## config.mk

```make
export PLATFORM = sky130hd
export DESIGN_NAME = am_depth_meter
export DESIGN_NICKNAME = d
export VERILOG_FILES = /design/src/rtl/am_depth_meter.sv
export SDC_FILE = /design/constraint.sdc
export NUM_CORES = 1
export LEC_CHECK = 0
export ABC_AREA = 1
export CAP_MARGIN = 20
export CORE_ASPECT_RATIO = 0.5
export CORE_MARGIN = 8
export CORE_UTILIZATION = 59
export CTS_CLUSTER_SIZE = 30
export DETAILED_ROUTE_END_ITERATION = 8
export DONT_BUFFER_PORTS = 1
export HOLD_SLACK_MARGIN = 0.12
export PLACE_DENSITY = 0.74
export REMOVE_ABC_BUFFERS = 1
export SYNTH_ARGS = -nofsm -noshare
export SYNTH_HDL_FRONTEND = slang
export SYNTH_SLANG_ARGS = --single-unit
```

## constraint.sdc

```tcl
create_clock -name clk -period 3.5 [get_ports clk]
set_input_delay 0.7 -clock clk [delete_from_list [all_inputs] [get_ports clk]]
set_output_delay 0.7 -clock clk [all_outputs]
set_load 0.02 [all_outputs]
```

## src/rtl/am_depth_meter.sv

```systemverilog
`default_nettype none
// +--------------------------------------------------------------------------+
// | am_depth_meter                                                           |
// | Windowed AC peak amplitude and AM modulation depth (A_peak / DC) meter.  |
// | Revision: 1.0                                                            |
// +--------------------------------------------------------------------------+
module am_depth_meter #(
   parameter int IO_width  = 14,
   parameter int CNT_WIDTH = 32,
   parameter int WIN_LEN   = 28800,
   parameter int FRAC_BITS = 10
) (
   input  logic                       clk,
   input  logic                       rst,
   input  logic                       start,
   input  logic                       sample_en,
   input  logic signed [IO_width-1:0] AM_AC,
   input  logic signed [IO_width-1:0] DC,
   output logic                       busy,
   output logic [IO_width-2:0]        amp,
   output logic [FRAC_BITS+1:0]       depth,
   output logic                       dready,
   output logic                       err
);

   localparam int c_num_w = IO_width - 1 + FRAC_BITS;
   localparam int c_bit_w = $clog2(c_num_w + 1);

   typedef enum logic [2:0] {
      S_IDLE = 3'd0,
      S_MEAS = 3'd1,
      S_AMP  = 3'd2,
      S_DIV  = 3'd3,
      S_DONE = 3'd4
   } state_t;

   state_t                      r_state, w_state_nxt;
   logic signed [IO_width-1:0]  r_dc, r_max, r_min;
   logic [CNT_WIDTH-1:0]        r_cnt;
   logic [IO_width-2:0]         r_amp_calc, r_amp;
   logic                        r_err_calc, r_err;
   logic [FRAC_BITS+1:0]        r_depth;
   logic                        r_dready;
   logic [c_num_w-1:0]          r_num, r_quo;
   logic [IO_width-1:0]         r_rem;
   logic [c_bit_w-1:0]          r_bit;
   logic [IO_width:0]           w_diff, w_rem_sh, w_rem_sub;
   logic                        w_ge, w_dc_pos, w_last, w_sat, w_unused;

   assign w_diff    = {r_max[IO_width-1], r_max} - {r_min[IO_width-1], r_min};
   // Remainder stays below dc_r, so the shifted value always fits IO_width+1 bits.
   assign w_rem_sh  = {r_rem, r_num[c_num_w-1]};
   assign w_rem_sub = w_rem_sh - {1'b0, r_dc};
   assign w_ge      = (w_rem_sh >= {1'b0, r_dc});
   assign w_dc_pos  = !r_dc[IO_width-1] && (r_dc != '0);
   assign w_last    = (r_cnt == CNT_WIDTH'(WIN_LEN - 1));
   assign w_sat     = |r_quo[c_num_w-1:FRAC_BITS+2];
   assign w_unused  = ^{w_diff[IO_width], w_diff[0], w_rem_sub[IO_width]};

   assign busy   = (r_state != S_IDLE);
   assign amp    = r_amp;
   assign depth  = r_depth;
   assign dready = r_dready;
   assign err    = r_err;

   always_ff @(posedge clk) begin
      if (rst) r_state <= S_IDLE;
      else     r_state <= w_state_nxt;
   end

   always_comb begin
      w_state_nxt = r_state;
      case (r_state)
         S_IDLE:  if (start) w_state_nxt = S_MEAS;
         S_MEAS:  if (sample_en && w_last) w_state_nxt = S_AMP;
         S_AMP:   w_state_nxt = w_dc_pos ? S_DIV : S_DONE;
         S_DIV:   if (r_bit == c_bit_w'(c_num_w - 1)) w_state_nxt = S_DONE;
         S_DONE:  w_state_nxt = S_IDLE;
         default: w_state_nxt = S_IDLE;
      endcase
   end

   always_ff @(posedge clk) begin
      if (rst) begin
         r_dc       <= '0;
         r_max      <= '0;
         r_min      <= '0;
         r_cnt      <= '0;
         r_amp_calc <= '0;
         r_amp      <= '0;
         r_err_calc <= 1'b0;
         r_err      <= 1'b0;
         r_depth    <= '0;
         r_dready   <= 1'b0;
         r_num      <= '0;
         r_quo      <= '0;
         r_rem      <= '0;
         r_bit      <= '0;
      end else begin
         r_dready <= 1'b0;
         case (r_state)
            S_IDLE: begin
               if (start) begin
                  r_dc  <= DC;
                  r_cnt <= '0;
                  r_max <= {1'b1, {(IO_width-1){1'b0}}};
                  r_min <= {1'b0, {(IO_width-1){1'b1}}};
               end
            end
            S_MEAS: begin
               if (sample_en) begin
                  if (AM_AC > r_max) r_max <= AM_AC;
                  if (AM_AC < r_min) r_min <= AM_AC;
                  r_cnt <= r_cnt + CNT_WIDTH'(1);
               end
            end
            S_AMP: begin
               r_amp_calc <= w_diff[IO_width-1:1];
               r_rem      <= '0;
               r_bit      <= '0;
               if (w_dc_pos) begin
                  r_err_calc <= 1'b0;
                  r_num      <= {w_diff[IO_width-1:1], {FRAC_BITS{1'b0}}};
                  r_quo      <= '0;
               end else begin
                  r_err_calc <= 1'b1;
                  r_quo      <= '1;
               end
            end
            S_DIV: begin
               r_num <= r_num << 1;
               r_quo <= {r_quo[c_num_w-2:0], w_ge};
               r_rem <= w_ge ? w_rem_sub[IO_width-1:0] : w_rem_sh[IO_width-1:0];
               r_bit <= r_bit + c_bit_w'(1);
            end
            S_DONE: begin
               r_amp    <= r_amp_calc;
               r_err    <= r_err_calc;
               r_depth  <= w_sat ? '1 : r_quo[FRAC_BITS+1:0];
               r_dready <= 1'b1;
            end
            default: ;
         endcase
      end
   end

endmodule
`default_nettype wire
```

[Word-level counts from Yosys, hierarchy flattened]
Index checks and enable logic that the tools add are counted.
Storage, ports and cells
  bits in registers: 183
  bits of input ports: 32
Operators by class
  order comparisons: 3
  muxes and demuxes: 26
  reduce and logical (&&, ||, !) cells: 15
  equal/unequal tests: 13
  add/sub/neg operators: 4
Operator list (number)
  two-way mux 14 bit: 7
  case mux 23 bit (2 select lines): 2
  case mux 14 bit (2 select lines): 3
  two-way mux 32 bit: 2
  case mux 32 bit (2 select lines): 1
  two-way mux 23 bit: 2
  adder 32 x 1 -> 32 bit (second input constant): 1
  == test 32 x 15 -> 1 bit (second input constant): 1
  subtractor 14 bit: 2
  >= comparator 15 x 14 -> 1 bit: 1
  > comparator 14 bit: 1
  < comparator 14 bit: 1
  != test 2 bit (second input constant): 7
  nonzero test 14 bit: 1
  two-way mux 12 bit: 1
  two-way mux 3 bit: 4
  case mux 3 bit (4 select lines): 1
  OR reduction 11 bit: 1
  case mux 5 bit (2 select lines): 1
  AND reduction 4 bit: 2
  == test 3 x 2 -> 1 bit (second input constant): 2
  AND reduction 3 bit: 2
  adder 5 x 1 -> 5 bit (second input constant): 1
  == test 5 bit (second input constant): 1
  9 further kinds: 13

[Logic depth before layout (Yosys ltp)]
  depth after elaboration: 4
  mapped depth: 17

[Least setup slack after synthesis]
Ideal clock, no wire load.
  path type: input-to-reg
  start: in AM_AC[13]
  end: reg r_max[12]
  data required time: 3.385 ns
  slack: 1.270 ns
  path buffers: 1
  stages: 15
  arrival: 2.115 ns
  path through: ha_1 > nand2_1 > nor2_1 > inv_1 > nor2_1 > nand2_1 > nand2_1 > nand2_1 > nand2_1 > nand2_1 > nand2_2 > buf_2 > nand3_1 > nand2_1 > nor2_1
On the way
  word-level cells in the longest chain between the ends: 3
RTL lines
  start, declared: line 17  | input logic signed [IO_width-1:0] AM_AC,
  > comparator 14 bit: line 112  | if (AM_AC > r_max) r_max <= AM_AC;
  != test 2 bit (no source line)
  AND reduction 4 bit (no source line)
  end signal, assigned: line 106  | r_max <= {1'b1, {(IO_width-1){1'b0}}};
  end, declared: line 38  | logic signed [IO_width-1:0] r_dc, r_max, r_min;
Every way passes these cells.
A chain may end at the register's enable or synchronous reset.

[Worst setup path after layout]
  start: reg r_state[1]
  end: reg r_num[19]
On the way
  word-level cells in the longest chain between the ends: 3
  elaborated cells on any way between the ends: 6
RTL lines
  start, declared: line 37  | state_t r_state, w_state_nxt;
  start signal, assigned: line 68  | else r_state <= w_state_nxt;
  == test 3 x 2 -> 1 bit: line 101  | case (r_state)
  != test 2 bit (no source line) / nonzero test 2 bit (equally long branches)
  AND reduction 2 bit (no source line)
  end signal, assigned: line 123  | r_num <= {w_diff[IO_width-1:1], {FRAC_BITS{1'b0}}};
  end signal, assigned: line 131  | r_num <= r_num << 1;
  end, declared: line 44  | logic [c_num_w-1:0] r_num, r_quo;
Several ways; a longest one is shown, not always the timed one.

==> impl_metrics.py <==
metrics = {
    "drt": {
        "drt-total-wl_microns": 24300,
        "viasPerCell": 5.65,
        "post_drt_wl_per_cell_microns": 15.2,
        "drt_iter0_markers": 672,
        "drtAntennaViolNets": 0,
        "drc_errors": 0,
        "vias": 9034,
        "drtPass1Iterations": 6,
    },
    "global_route": {
        "grt_pass1_vias": 8499,
        "grt.overflow.total": 0,
        "antenna_found_initial": 0,
        "grt_first_pass_wirelength_microns": 41200,
        "grt_max_degree": 83,
        "grt_usage_pct": 23.6,
    },
    "logic_synthesis": {
        "syn_area_sq_um": 9520,
        "synth-adder-area-share_pct": 7.78,
        "netlist_instances": 1408,
        "syn_area_per_cell_sq_um": 6.76,
        "seq_area_frac_synth_pct": 36.4,
        "yosys.area_share.simple_pct": 30.3,
        "ys_ff_latch": 173,
        "synthFlopType": "dfxtp_1",
        "ys_types": 43,
        "synth_mux_area_share_pct": 0,
        "yosys_warnings": 0,
        "synth_top_family_by_area": "simple AND/OR/NAND/NOR gates",
        "synth_edf_count": 0,
        "async_reset_ff_share_pct": 0,
        "synth_compound_area_share_pct": 15.1,
        "synth-xor-area-share_pct": 1.66,
    },
    "critical_path": {
        "crit_path_end_kind": "flip-flop",
        "cp_slowest_cell": "inv_2",
        "critical_path_arrival_ps": 2900,
        "worstPathRequired_ps": 3860,
        "path_class": "reg -> reg",
        "max_stage_delay_ps": 540,
        "rr_worst_depth": 10,
        "crit_fanout": 42,
        "crit_path_start_kind": "flip-flop",
        "path_cells": "inv_1 -> nor2_1 -> inv_2 -> nor2_1 -> nand2_1 -> buf_4 -> nand2_1 -> inv_2 -> o21ai_0 -> a21oi_1",
    },
    "layout": {
        "area_growth_syn_to_layout_pct": 7.59,
        "layout-drive-gt1-share_pct": 4.95,
        "fin_area_sq_um": 10200,
        "nets": 1471,
        "antenna_cells": 0,
        "layout_common_cells": "nand2_1, nor2_1, dfxtp_1",
        "final_common_cell": "nand2_1",
    },
    "floorplanning": {
        "start_util_pct": 61.0,
        "io_pins": 60,
        "core_sq_um": 15600,
        "dieWidth_microns": 196,
        "die-area_sq_um": 20700,
        "die_h_microns": 106,
        "rows": 32,
    },
    "sta": {
        "timing.final.crit_share_pct": 72.3,
        "worst_pin_slew_ps": 819,
        "maxSlewViolCount": 0,
        "fin_crit_ps": 2530,
        "fin_ws_ps": 968,
        "fin_skew_ps": 10.1,
        "setup_tns_ps": 0,
        "relSlewSlack_pct": 45.4,
        "fmax_mhz": 395,
        "final-hold-violation-count": 0,
        "rsz0062_at_grt": "no",
        "setup_viol": 0,
    },
    "cts": {
        "clock_path_buffers": 2,
        "cts_tree": "yes",
        "cts_sinks": 173,
        "postCtsSetupBuffers": 0,
        "cts_buffers": 17,
        "h-tree-depth": 4,
        "insertion_delay_ps": 440,
        "hold_buffers": 0,
        "cts_resized": 0,
        "clkTransAtPathRegs_ps": 70,
        "clockRootBuffer": "clkbuf_16",
    },
    "place": {
        "io_buffers": 0,
        "placed_cell_area_sq_um": 9630,
        "gp_congestion": 0.911,
        "hpwl_microns": 16900,
        "dp_slack_ps": 810,
    },
    "status": {
        "status": "finished, final reports clean",
    },
    "flow_run": {
        "drv_cap": 0,
    },
    "power": {
        "leakage_nw": 4.56,
        "power.density_nw_per_um2": 605,
        "p_total_mw": 6.20,
        "peakVddDrop_mv": 0.417,
    },
    "worst_hold_path": {
        "worstHoldPathType": "in -> reg",
        "hold_depth": 1,
    },
}
report_power, final:
part / total [mW] / internal, mW / switching (mW)
sequential: 2.27 / 2.14 / 0.127
clock: 1.93 / 0.985 / 0.948
combinational: 2.00 / 0.666 / 1.34
total: 6.20 / 3.79 / 2.41
cell usage after synthesis (5+ instances only):
| cell | count | area (sq um) |
|---|---|---|
| nand2_1 | 322 | 1210 |
| nor2_1 | 176 | 661 |
| dfxtp_1 | 173 | 3460 |
| inv_1 | 160 | 601 |
| a21oi_1 | 123 | 616 |
| o21ai_0 | 87 | 435 |
| nand3_1 | 86 | 430 |
| ha_1 | 56 | 701 |
| clkbuf_1 | 43 | 161 |
| a31oi_1 | 28 | 175 |
| nand4_1 | 26 | 163 |
| nor3_1 | 25 | 125 |
| nand3b_1 | 12 | 90.1 |
| buf_2 | 10 | 50.1 |
| xor2_1 | 10 | 87.6 |
| xnor2_1 | 8 | 70.1 |
| o21ai_1 | 6 | 30.0 |
| or2_2 | 6 | 37.5 |
| a211oi_1 | 5 | 37.5 |
| inv_2 | 5 | 18.8 |
worst max-delay path: cells and delay by family (launching register included):
kind | cells | cell delay (ps)
buffers and inverters | 4 | 1130
AO/OA/AOI/OAI | 2 | 290
AND/OR/NAND/NOR | 4 | 710
flip-flops | 1 | 320
cells by family after synthesis:
logic type / after synthesis
buffers and inverters: 220
adder cells (fa/ha/maj): 58
XOR/XNOR: 18
flip-flops: 173
AND/OR/NAND/NOR: 672
AO/OA/AOI/OAI: 267
worst paths after layout:
kind	startpoint	end	slack (ps)
max reg2reg	r_state[1]	r_num[19]	970
min	rst	r_cnt[28]	330
min reg2reg	r_num[14]	r_num[14]	460
max	r_state[1]	r_num[19]	970
layer usage:
layer,up-vias,share of wire [%],GRT usage (%)
li1,4564,-,-
met1,4177,48,32.1
met2,264,44,37.7
met3,29,6.8,4.92
met4,0,1.1,6.19
met5,-,0,0
final cells by class:
class / instances / area [sq um]
fillers: 1377 / 5370
multi-input cells: 1015 / 5230
flip-flops and latches: 173 / 3460
inverters: 165 / 619
clock buffers: 18 / 439
well taps: 204 / 255
clock inverters: 14 / 169
repair buffers: 9 / 67.6
registers in the layout, indices dropped and copies added (netlist names):
name        cells
r_dc           14
r_rem          14
r_state         3
r_bit           5
r_err_calc      1
r_max          14
depth          12
amp            13
err             1
dready          1
r_min          14
r_cnt          32
r_num          13
r_quo          23
r_amp_calc     13
through the flow:
stage	hold slack [ps]	utilization [%]	std cells
final	333	65.6	1598
after global routing	314	65.6	1598
after CTS	320	65.6	1597
after detailed placement	447	61.7	1565
after global placement	445	61.7	1565
after floorplan	427	-	1353
Note: power is estimated with default switching activity, not from simulation.
